[config.mk]
export PLATFORM = sky130hd
export DESIGN_NAME = mem_port_arbiter_flat
export DESIGN_NICKNAME = d
export VERILOG_FILES = /design/src/rtl/mem_port_arbiter_if.sv /design/src/rtl/mem_port_arbiter.sv /design/src/flat_wrapper.sv
export SDC_FILE = /design/constraint.sdc
export NUM_CORES = 1
export LEC_CHECK = 0
export CELL_PAD_IN_SITES_DETAIL_PLACEMENT = 0
export CELL_PAD_IN_SITES_GLOBAL_PLACEMENT = 2
export CORE_ASPECT_RATIO = 0.6
export CORE_UTILIZATION = 17
export CTS_CLUSTER_SIZE = 10
export DETAILED_ROUTE_END_ITERATION = 16
export PLACE_DENSITY = 0.87
export SYNTH_ARGS = -nofsm -noshare
export SYNTH_HDL_FRONTEND = slang
export SYNTH_SLANG_ARGS = --single-unit
[constraint.sdc]
create_clock -name clk -period 2.3 [get_ports clk]
set_clock_uncertainty 0.2 [all_clocks]
set_input_delay 0.46 -clock clk [delete_from_list [all_inputs] [get_ports clk]]
set_output_delay 0.46 -clock clk [all_outputs]
set_load 0.005 [all_outputs]
[src/rtl/mem_port_arbiter_if.sv]
// mem_port_arbiter_if: fetch, data and memory-port signals of the shared memory arbiter
interface mem_port_arbiter_if #(
    parameter int ADDR_W = 32,
    parameter int DATA_W = 32
);
    logic              if_req_i;
    logic [ADDR_W-1:0] if_addr_i;
    logic              if_flush_i;
    logic              if_ack_o;
    logic [DATA_W-1:0] if_rdata_o;
    logic              d_req_i;
    logic              d_we_i;
    logic [ADDR_W-1:0] d_addr_i;
    logic [DATA_W-1:0] d_wdata_i;
    logic [DATA_W/8-1:0] d_be_i;
    logic              d_ack_o;
    logic [DATA_W-1:0] d_rdata_o;
    logic              mem_req_o;
    logic              mem_we_o;
    logic [ADDR_W-1:0] mem_addr_o;
    logic [DATA_W-1:0] mem_wdata_o;
    logic [DATA_W/8-1:0] mem_be_o;
    logic              mem_ack_i;
    logic [DATA_W-1:0] mem_rdata_i;
    modport slave (
        input  if_req_i, if_addr_i, if_flush_i, d_req_i, d_we_i, d_addr_i, d_wdata_i, d_be_i,
               mem_ack_i, mem_rdata_i,
        output if_ack_o, if_rdata_o, d_ack_o, d_rdata_o,
               mem_req_o, mem_we_o, mem_addr_o, mem_wdata_o, mem_be_o
    );
    modport master (
        output if_req_i, if_addr_i, if_flush_i, d_req_i, d_we_i, d_addr_i, d_wdata_i, d_be_i,
               mem_ack_i, mem_rdata_i,
        input  if_ack_o, if_rdata_o, d_ack_o, d_rdata_o,
               mem_req_o, mem_we_o, mem_addr_o, mem_wdata_o, mem_be_o
    );
endinterface

[src/rtl/mem_port_arbiter.sv]
// mem_port_arbiter: shares one memory port between fetch and data stages; define ARB_STARVE_GUARD_EN for the fetch starvation guard
module mem_port_arbiter #(
    parameter int ADDR_W     = 32,
    parameter int DATA_W     = 32,
    parameter int STARVE_MAX = 4
) (
    input logic clk,
    input logic rst_i,
    mem_port_arbiter_if.slave bus
);
    typedef enum logic [1:0] {IDLE, IF_BUSY, D_BUSY} state_t;
    state_t              state_q, state_d;
    logic                req_q, req_d, we_q, we_d, discard_q, discard_d;
    logic [ADDR_W-1:0]   addr_q, addr_d;
    logic [DATA_W-1:0]   wdata_q, wdata_d;
    logic [DATA_W/8-1:0] be_q, be_d;
    logic                if_want, grant_d, grant_if;

    if (STARVE_MAX < 1 || STARVE_MAX > 15 || DATA_W % 8 != 0) begin : g_bad_param
        $error("mem_port_arbiter: illegal parameter value");
    end

    assign if_want = bus.if_req_i && !bus.if_flush_i;
`ifdef ARB_STARVE_GUARD_EN
    localparam logic [3:0] STARVE_LIM = 4'(STARVE_MAX);
    logic [3:0] starve_q, starve_d;
    assign grant_d = bus.d_req_i && !(if_want && starve_q == STARVE_LIM);
    // count data grants taken over a waiting fetch; any other grant restarts the count
    always_comb begin
        starve_d = starve_q;
        if (state_q == IDLE && grant_d)
            starve_d = if_want ? (starve_q == STARVE_LIM ? starve_q : starve_q + 4'd1) : 4'd0;
        else if (state_q == IDLE && grant_if)
            starve_d = 4'd0;
    end
    // starvation counter register
    always_ff @(posedge clk or posedge rst_i) begin
        if (rst_i) starve_q <= 4'd0;
        else       starve_q <= starve_d;
    end
`else
    assign grant_d = bus.d_req_i;
`endif
    assign grant_if = if_want && !grant_d;

    // arbitrate in IDLE, latch the winner, hold it until the memory acknowledges
    always_comb begin
        state_d   = state_q;
        req_d     = req_q;
        we_d      = we_q;
        addr_d    = addr_q;
        wdata_d   = wdata_q;
        be_d      = be_q;
        discard_d = state_q == IF_BUSY && !bus.mem_ack_i && (discard_q || bus.if_flush_i);
        if (state_q == IDLE) begin
            if (grant_d) begin
                state_d = D_BUSY;
                req_d   = 1'b1;
                we_d    = bus.d_we_i;
                addr_d  = bus.d_addr_i;
                wdata_d = bus.d_wdata_i;
                be_d    = bus.d_be_i;
            end else if (grant_if) begin
                state_d = IF_BUSY;
                req_d   = 1'b1;
                we_d    = 1'b0;
                addr_d  = bus.if_addr_i;
                wdata_d = '0;
                be_d    = '1;
            end
        end else if (bus.mem_ack_i) begin
            state_d = IDLE;
            req_d   = 1'b0;
        end
    end

    // state and registered memory request
    always_ff @(posedge clk or posedge rst_i) begin
        if (rst_i) begin
            state_q   <= IDLE;
            req_q     <= 1'b0;
            we_q      <= 1'b0;
            addr_q    <= '0;
            wdata_q   <= '0;
            be_q      <= '0;
            discard_q <= 1'b0;
        end else begin
            state_q   <= state_d;
            req_q     <= req_d;
            we_q      <= we_d;
            addr_q    <= addr_d;
            wdata_q   <= wdata_d;
            be_q      <= be_d;
            discard_q <= discard_d;
        end
    end

    assign bus.mem_req_o   = req_q;
    assign bus.mem_we_o    = we_q;
    assign bus.mem_addr_o  = addr_q;
    assign bus.mem_wdata_o = wdata_q;
    assign bus.mem_be_o    = be_q;
    assign bus.d_ack_o     = bus.mem_ack_i && state_q == D_BUSY;
    assign bus.if_ack_o    = bus.mem_ack_i && state_q == IF_BUSY && !discard_q && !bus.if_flush_i;
    assign bus.if_rdata_o  = bus.mem_rdata_i;
    assign bus.d_rdata_o   = bus.mem_rdata_i;
endmodule

[src/flat_wrapper.sv]
// flat-port wrapper written by rule: the top's interface ports become plain ports
module mem_port_arbiter_flat 
#(
    parameter int ADDR_W     = 32,
    parameter int DATA_W     = 32,
    parameter int STARVE_MAX = 4
)
  (clk, rst_i, bus_if_req_i, bus_if_addr_i, bus_if_flush_i, bus_d_req_i, bus_d_we_i, bus_d_addr_i, bus_d_wdata_i, bus_d_be_i, bus_mem_ack_i, bus_mem_rdata_i, bus_if_ack_o, bus_if_rdata_o, bus_d_ack_o, bus_d_rdata_o, bus_mem_req_o, bus_mem_we_o, bus_mem_addr_o, bus_mem_wdata_o, bus_mem_be_o);
  mem_port_arbiter_if #(.ADDR_W(ADDR_W), .DATA_W(DATA_W)) bus_i ();
  input logic clk;
  input logic rst_i;
  input wire logic [$bits(bus_i.if_req_i)-1:0] bus_if_req_i;
  input wire logic [$bits(bus_i.if_addr_i)-1:0] bus_if_addr_i;
  input wire logic [$bits(bus_i.if_flush_i)-1:0] bus_if_flush_i;
  input wire logic [$bits(bus_i.d_req_i)-1:0] bus_d_req_i;
  input wire logic [$bits(bus_i.d_we_i)-1:0] bus_d_we_i;
  input wire logic [$bits(bus_i.d_addr_i)-1:0] bus_d_addr_i;
  input wire logic [$bits(bus_i.d_wdata_i)-1:0] bus_d_wdata_i;
  input wire logic [$bits(bus_i.d_be_i)-1:0] bus_d_be_i;
  input wire logic [$bits(bus_i.mem_ack_i)-1:0] bus_mem_ack_i;
  input wire logic [$bits(bus_i.mem_rdata_i)-1:0] bus_mem_rdata_i;
  output wire logic [$bits(bus_i.if_ack_o)-1:0] bus_if_ack_o;
  output wire logic [$bits(bus_i.if_rdata_o)-1:0] bus_if_rdata_o;
  output wire logic [$bits(bus_i.d_ack_o)-1:0] bus_d_ack_o;
  output wire logic [$bits(bus_i.d_rdata_o)-1:0] bus_d_rdata_o;
  output wire logic [$bits(bus_i.mem_req_o)-1:0] bus_mem_req_o;
  output wire logic [$bits(bus_i.mem_we_o)-1:0] bus_mem_we_o;
  output wire logic [$bits(bus_i.mem_addr_o)-1:0] bus_mem_addr_o;
  output wire logic [$bits(bus_i.mem_wdata_o)-1:0] bus_mem_wdata_o;
  output wire logic [$bits(bus_i.mem_be_o)-1:0] bus_mem_be_o;
  assign bus_i.if_req_i = bus_if_req_i;
  assign bus_i.if_addr_i = bus_if_addr_i;
  assign bus_i.if_flush_i = bus_if_flush_i;
  assign bus_i.d_req_i = bus_d_req_i;
  assign bus_i.d_we_i = bus_d_we_i;
  assign bus_i.d_addr_i = bus_d_addr_i;
  assign bus_i.d_wdata_i = bus_d_wdata_i;
  assign bus_i.d_be_i = bus_d_be_i;
  assign bus_i.mem_ack_i = bus_mem_ack_i;
  assign bus_i.mem_rdata_i = bus_mem_rdata_i;
  assign bus_if_ack_o = bus_i.if_ack_o;
  assign bus_if_rdata_o = bus_i.if_rdata_o;
  assign bus_d_ack_o = bus_i.d_ack_o;
  assign bus_d_rdata_o = bus_i.d_rdata_o;
  assign bus_mem_req_o = bus_i.mem_req_o;
  assign bus_mem_we_o = bus_i.mem_we_o;
  assign bus_mem_addr_o = bus_i.mem_addr_o;
  assign bus_mem_wdata_o = bus_i.mem_wdata_o;
  assign bus_mem_be_o = bus_i.mem_be_o;
  mem_port_arbiter #(.ADDR_W(ADDR_W), .DATA_W(DATA_W), .STARVE_MAX(STARVE_MAX)) u_core (.clk(clk), .rst_i(rst_i), .bus(bus_i));
endmodule
==> metrics.md <==
| Metric | Value |
|---|---|
| Vias/cell | 3.683 |
| Slowest stage delay, CP | 0.50 ns |
| Final nets | 531 |
| Chip height | 115.6 microns |
| Post-synth EDFFs | 0 |
| PnR worst setup slack | roughly 0.2 ns |
| Slew HR | 0.5774 |
| Critical path's top delay family | buffers and inverters |
| Sequential area share after synthesis | 0.4997 |
| Hold Crit Class | primary input to register |
| Critical path buffers and inverters | 1 |
| Worst-Margin Slew | around 0.63 ns |
| Site Rows | 41 |
| Top_reg_cell synth | dfrtp_1 |
| Crit path required time | around 1.6 ns |
| Syn nets | 412 |
| Reg clk slew, reported paths | 0.06 ns |
| Post-route ant nets | 0 |
| Sum of negative setup slack | 0 ns |
| DRT Pass-1 Iters | 4 |
| CTS buffer count | 9 |
| Worst-path fanout max | 6 |
| Leakage Power | 2.347 nW |
| Endpoints failing hold | 0 |
| Arrival time at the worst endpoint | 1.44 ns |
| Post-layout util | 0.2692 |
| Global placement routability congestion | roughly 0.69 |
| Layout cell share with drive strength beyond 1 | 0.2368 |
| Final period util | 0.9116 |
| CTS tree | yes |
| WHS Path Cells | 2 |
| Status | complete, no violations |
| Vias | 2490 |
| Later-pin clock latency in the skew report | 0.33 ns |
| Initial antenna violation count | 0 |
| Total chip power | approximately 5.3 mW |
| Avg WL per Cell | 13.57 microns |
| Final setup viols | 0 |
| Hold Crit Start | bus_mem_ack_i |
| Reg2Reg Capture Point | u_core.bus.mem_wdata_o[3]$_DFFE_PP0P_ |
| I/O pin count | 275 |
| Vias in the first global route | 2736 |
| Crit Reg-Reg Startpoint | u_core.state_q[1]$_DFFE_PP0P_ |
| Total Wirelength | 9175 microns |
| Worst slack at placement | -0.09255 ns |
| Max Clk Rate | 477.0 MHz |
| Crit Path Class | register to primary output |
| Cell Count, Final, Fillers Out | 676 |
| R2R depth | 3 |
| Ant diodes | 0 |
| Clk root buf | clkbuf_16 |
| Max-cap viol count | 0 |
| H-tree Lvls | 3 |
| Largest net degree at the start of global routing | between 70 and 80 |
| Placed cell area | 5308 sq um |
| Synth warn | 0 |
| RSZ-0062 raised after global routing | no |
| Slowest CP cell | clkdlybuf4s50_1 |
| Number of I/O port buffers | approximately 180 |
| CP Cell Sequence | nand2_1 -> nor2_1 -> clkdlybuf4s50_1 |
| Mapped Cells | 273 |
| Hold WS | ~0.18 ns |
| Area Overhead vs Synth | 54.89% |
| Pwr per Cell Area | 930.8 nW/um^2 |
| Final HPWL DP | 6957 microns |
| VDD IR max | around 0.00036 V |
| Placed cell count | 659 |
| Clk sinks | between 70 and 80 |
| Clock Tree Buf Depth | 2 |
| Critical path launch point type | register |
| Post-synth ARST share | 1.000 |
| Final global-route overflow total | 0 |
| Worst hold endpoint | u_core.discard_q$_DFF_PP0_ |
| Design Area, Final | 5663 sq um |
| CP Capture Type | primary output |
| Drt drc | 0 |
| Yosys reg bits | 73 |
| Core footprint | roughly 21000 sq um |
| Post-Syn Area | 3656 sq um |
| Gr usage total | 0.08482 |
| Global-route wire length before repair | 14300 microns |
| Die area | 22120 sq um |
| Drt first-iter violations | 87 |
| Min Tclk post-route | 2.097 ns |
| FF-to-FF setup slack | 0.54 ns |
| Yosys cell types | 20 |
| Overall die width | 191.3 microns |
| Syn avg cell area | 13.39 sq um |
| Pins Over Slew Limit | 0 |
| Starting Density | 0.1738 |
where the power goes:
part           leakage, nW  switching [mW]  internal (mW)
clock                0.166           0.537           1.09
sequential           0.881           0.232           1.67
combinational         1.30           0.507           1.24
cells in the mapped netlist (2+ instances only):
library cell | n | area share
a22o_1 | 33 | 0.079
buf_2 | 11 | 0.015
buf_4 | 64 | 0.13
buf_6 | 4 | 0.012
dfrtp_1 | 73 | 0.50
inv_1 | 2 | 0.0021
mux2_2 | 38 | 0.12
mux2_4 | 26 | 0.11
nand2_1 | 5 | 0.0051
nor2_1 | 3 | 0.0031
o21ai_0 | 2 | 0.0027
o22a_1 | 4 | 0.0096
worst max path at each step:
stage | endpoint | start | cells after the start | slack [ns]
after global routing | bus_d_ack_o | u_core.state_q[1]$_DFFE_PP0P_ | 3 | 0.11
after detailed placement | bus_if_ack_o | bus_if_flush_i | 4 | -0.09
after global placement | bus_if_ack_o | bus_if_flush_i | 4 | -0.07
after floorplan | u_core.bus.mem_addr_o[26]$_DFFE_PP0P_ | bus_d_req_i | 4 | 0.54
final | bus_d_ack_o | u_core.state_q[1]$_DFFE_PP0P_ | 3 | 0.20
after CTS | bus_d_ack_o | bus_mem_ack_i | 4 | 0.0005
metal layers:
metal,vias to the layer above,wire [microns],global-route usage
met1,1230,3953,0.09832
li1,1132,-,-
met2,115,4317,0.1379
met4,0,148,0.03386
met3,13,756,0.03755
met5,-,0,0
cell type report:
class | count | area, sq um
multi-input combinational | 119 | 1247
sequential | 73 | 1827
tap | 279 | 349.1
clock inverter | 5 | 102.6
clock buffer | 11 | 242.7
inverter | 2 | 11.26
timing repair buffer | 187 | 1883
fill | 2188 | 15370
cells by family (layout without fill, tap and decap cells):
kind of cell | Yosys count | after routing | share of synthesized area
compound gates | 41 | 41 | 0.09480
mux | 65 | 65 | 0.2266
simple gates | 13 | 13 | 0.01814
flops | 73 | 73 | 0.4997
buf+inv | 81 | 205 | 0.1608
registers in the layout, summed over array words and instances, names as in the netlist:
register / flops
u_core.bus.mem_be_o: 4
u_core.state_q: 2
u_core.bus.mem_addr_o: 32
u_core.bus.mem_wdata_o: 32
u_core.discard_q: 1
u_core.bus.mem_req_o: 1
u_core.bus.mem_we_o: 1
cells in the final DEF, fill, tap and decap left out, types with 2 or more instances in the layout:
cell type | synthesis | final
bufinv_16 | 0 | 3
nand2_1 | 5 | 5
dfrtp_1 | 73 | 73
nor2_1 | 3 | 3
a22o_1 | 33 | 33
mux2_4 | 26 | 26
clkdlybuf4s50_1 | 0 | 175
o21ai_0 | 2 | 2
clkinvlp_4 | 0 | 2
o22a_1 | 4 | 4
buf_4 | 64 | 6
buf_12 | 0 | 3
clkbuf_16 | 0 | 9
mux2_2 | 38 | 38
repair_timing:
| action | 4_1_cts | 5_1_grt |
|---|---|---|
| pin swaps | 1 | 0 |
| hold buffers | 0 | 0 |
| endpoints found under the setup margin | 1 | 34 |
| resized for setup | 1 | 2 |
| endpoints found under the hold margin | 0 | 0 |
| setup buffers | 1 | 0 |
Note: power is estimated with default switching activity, not from simulation.
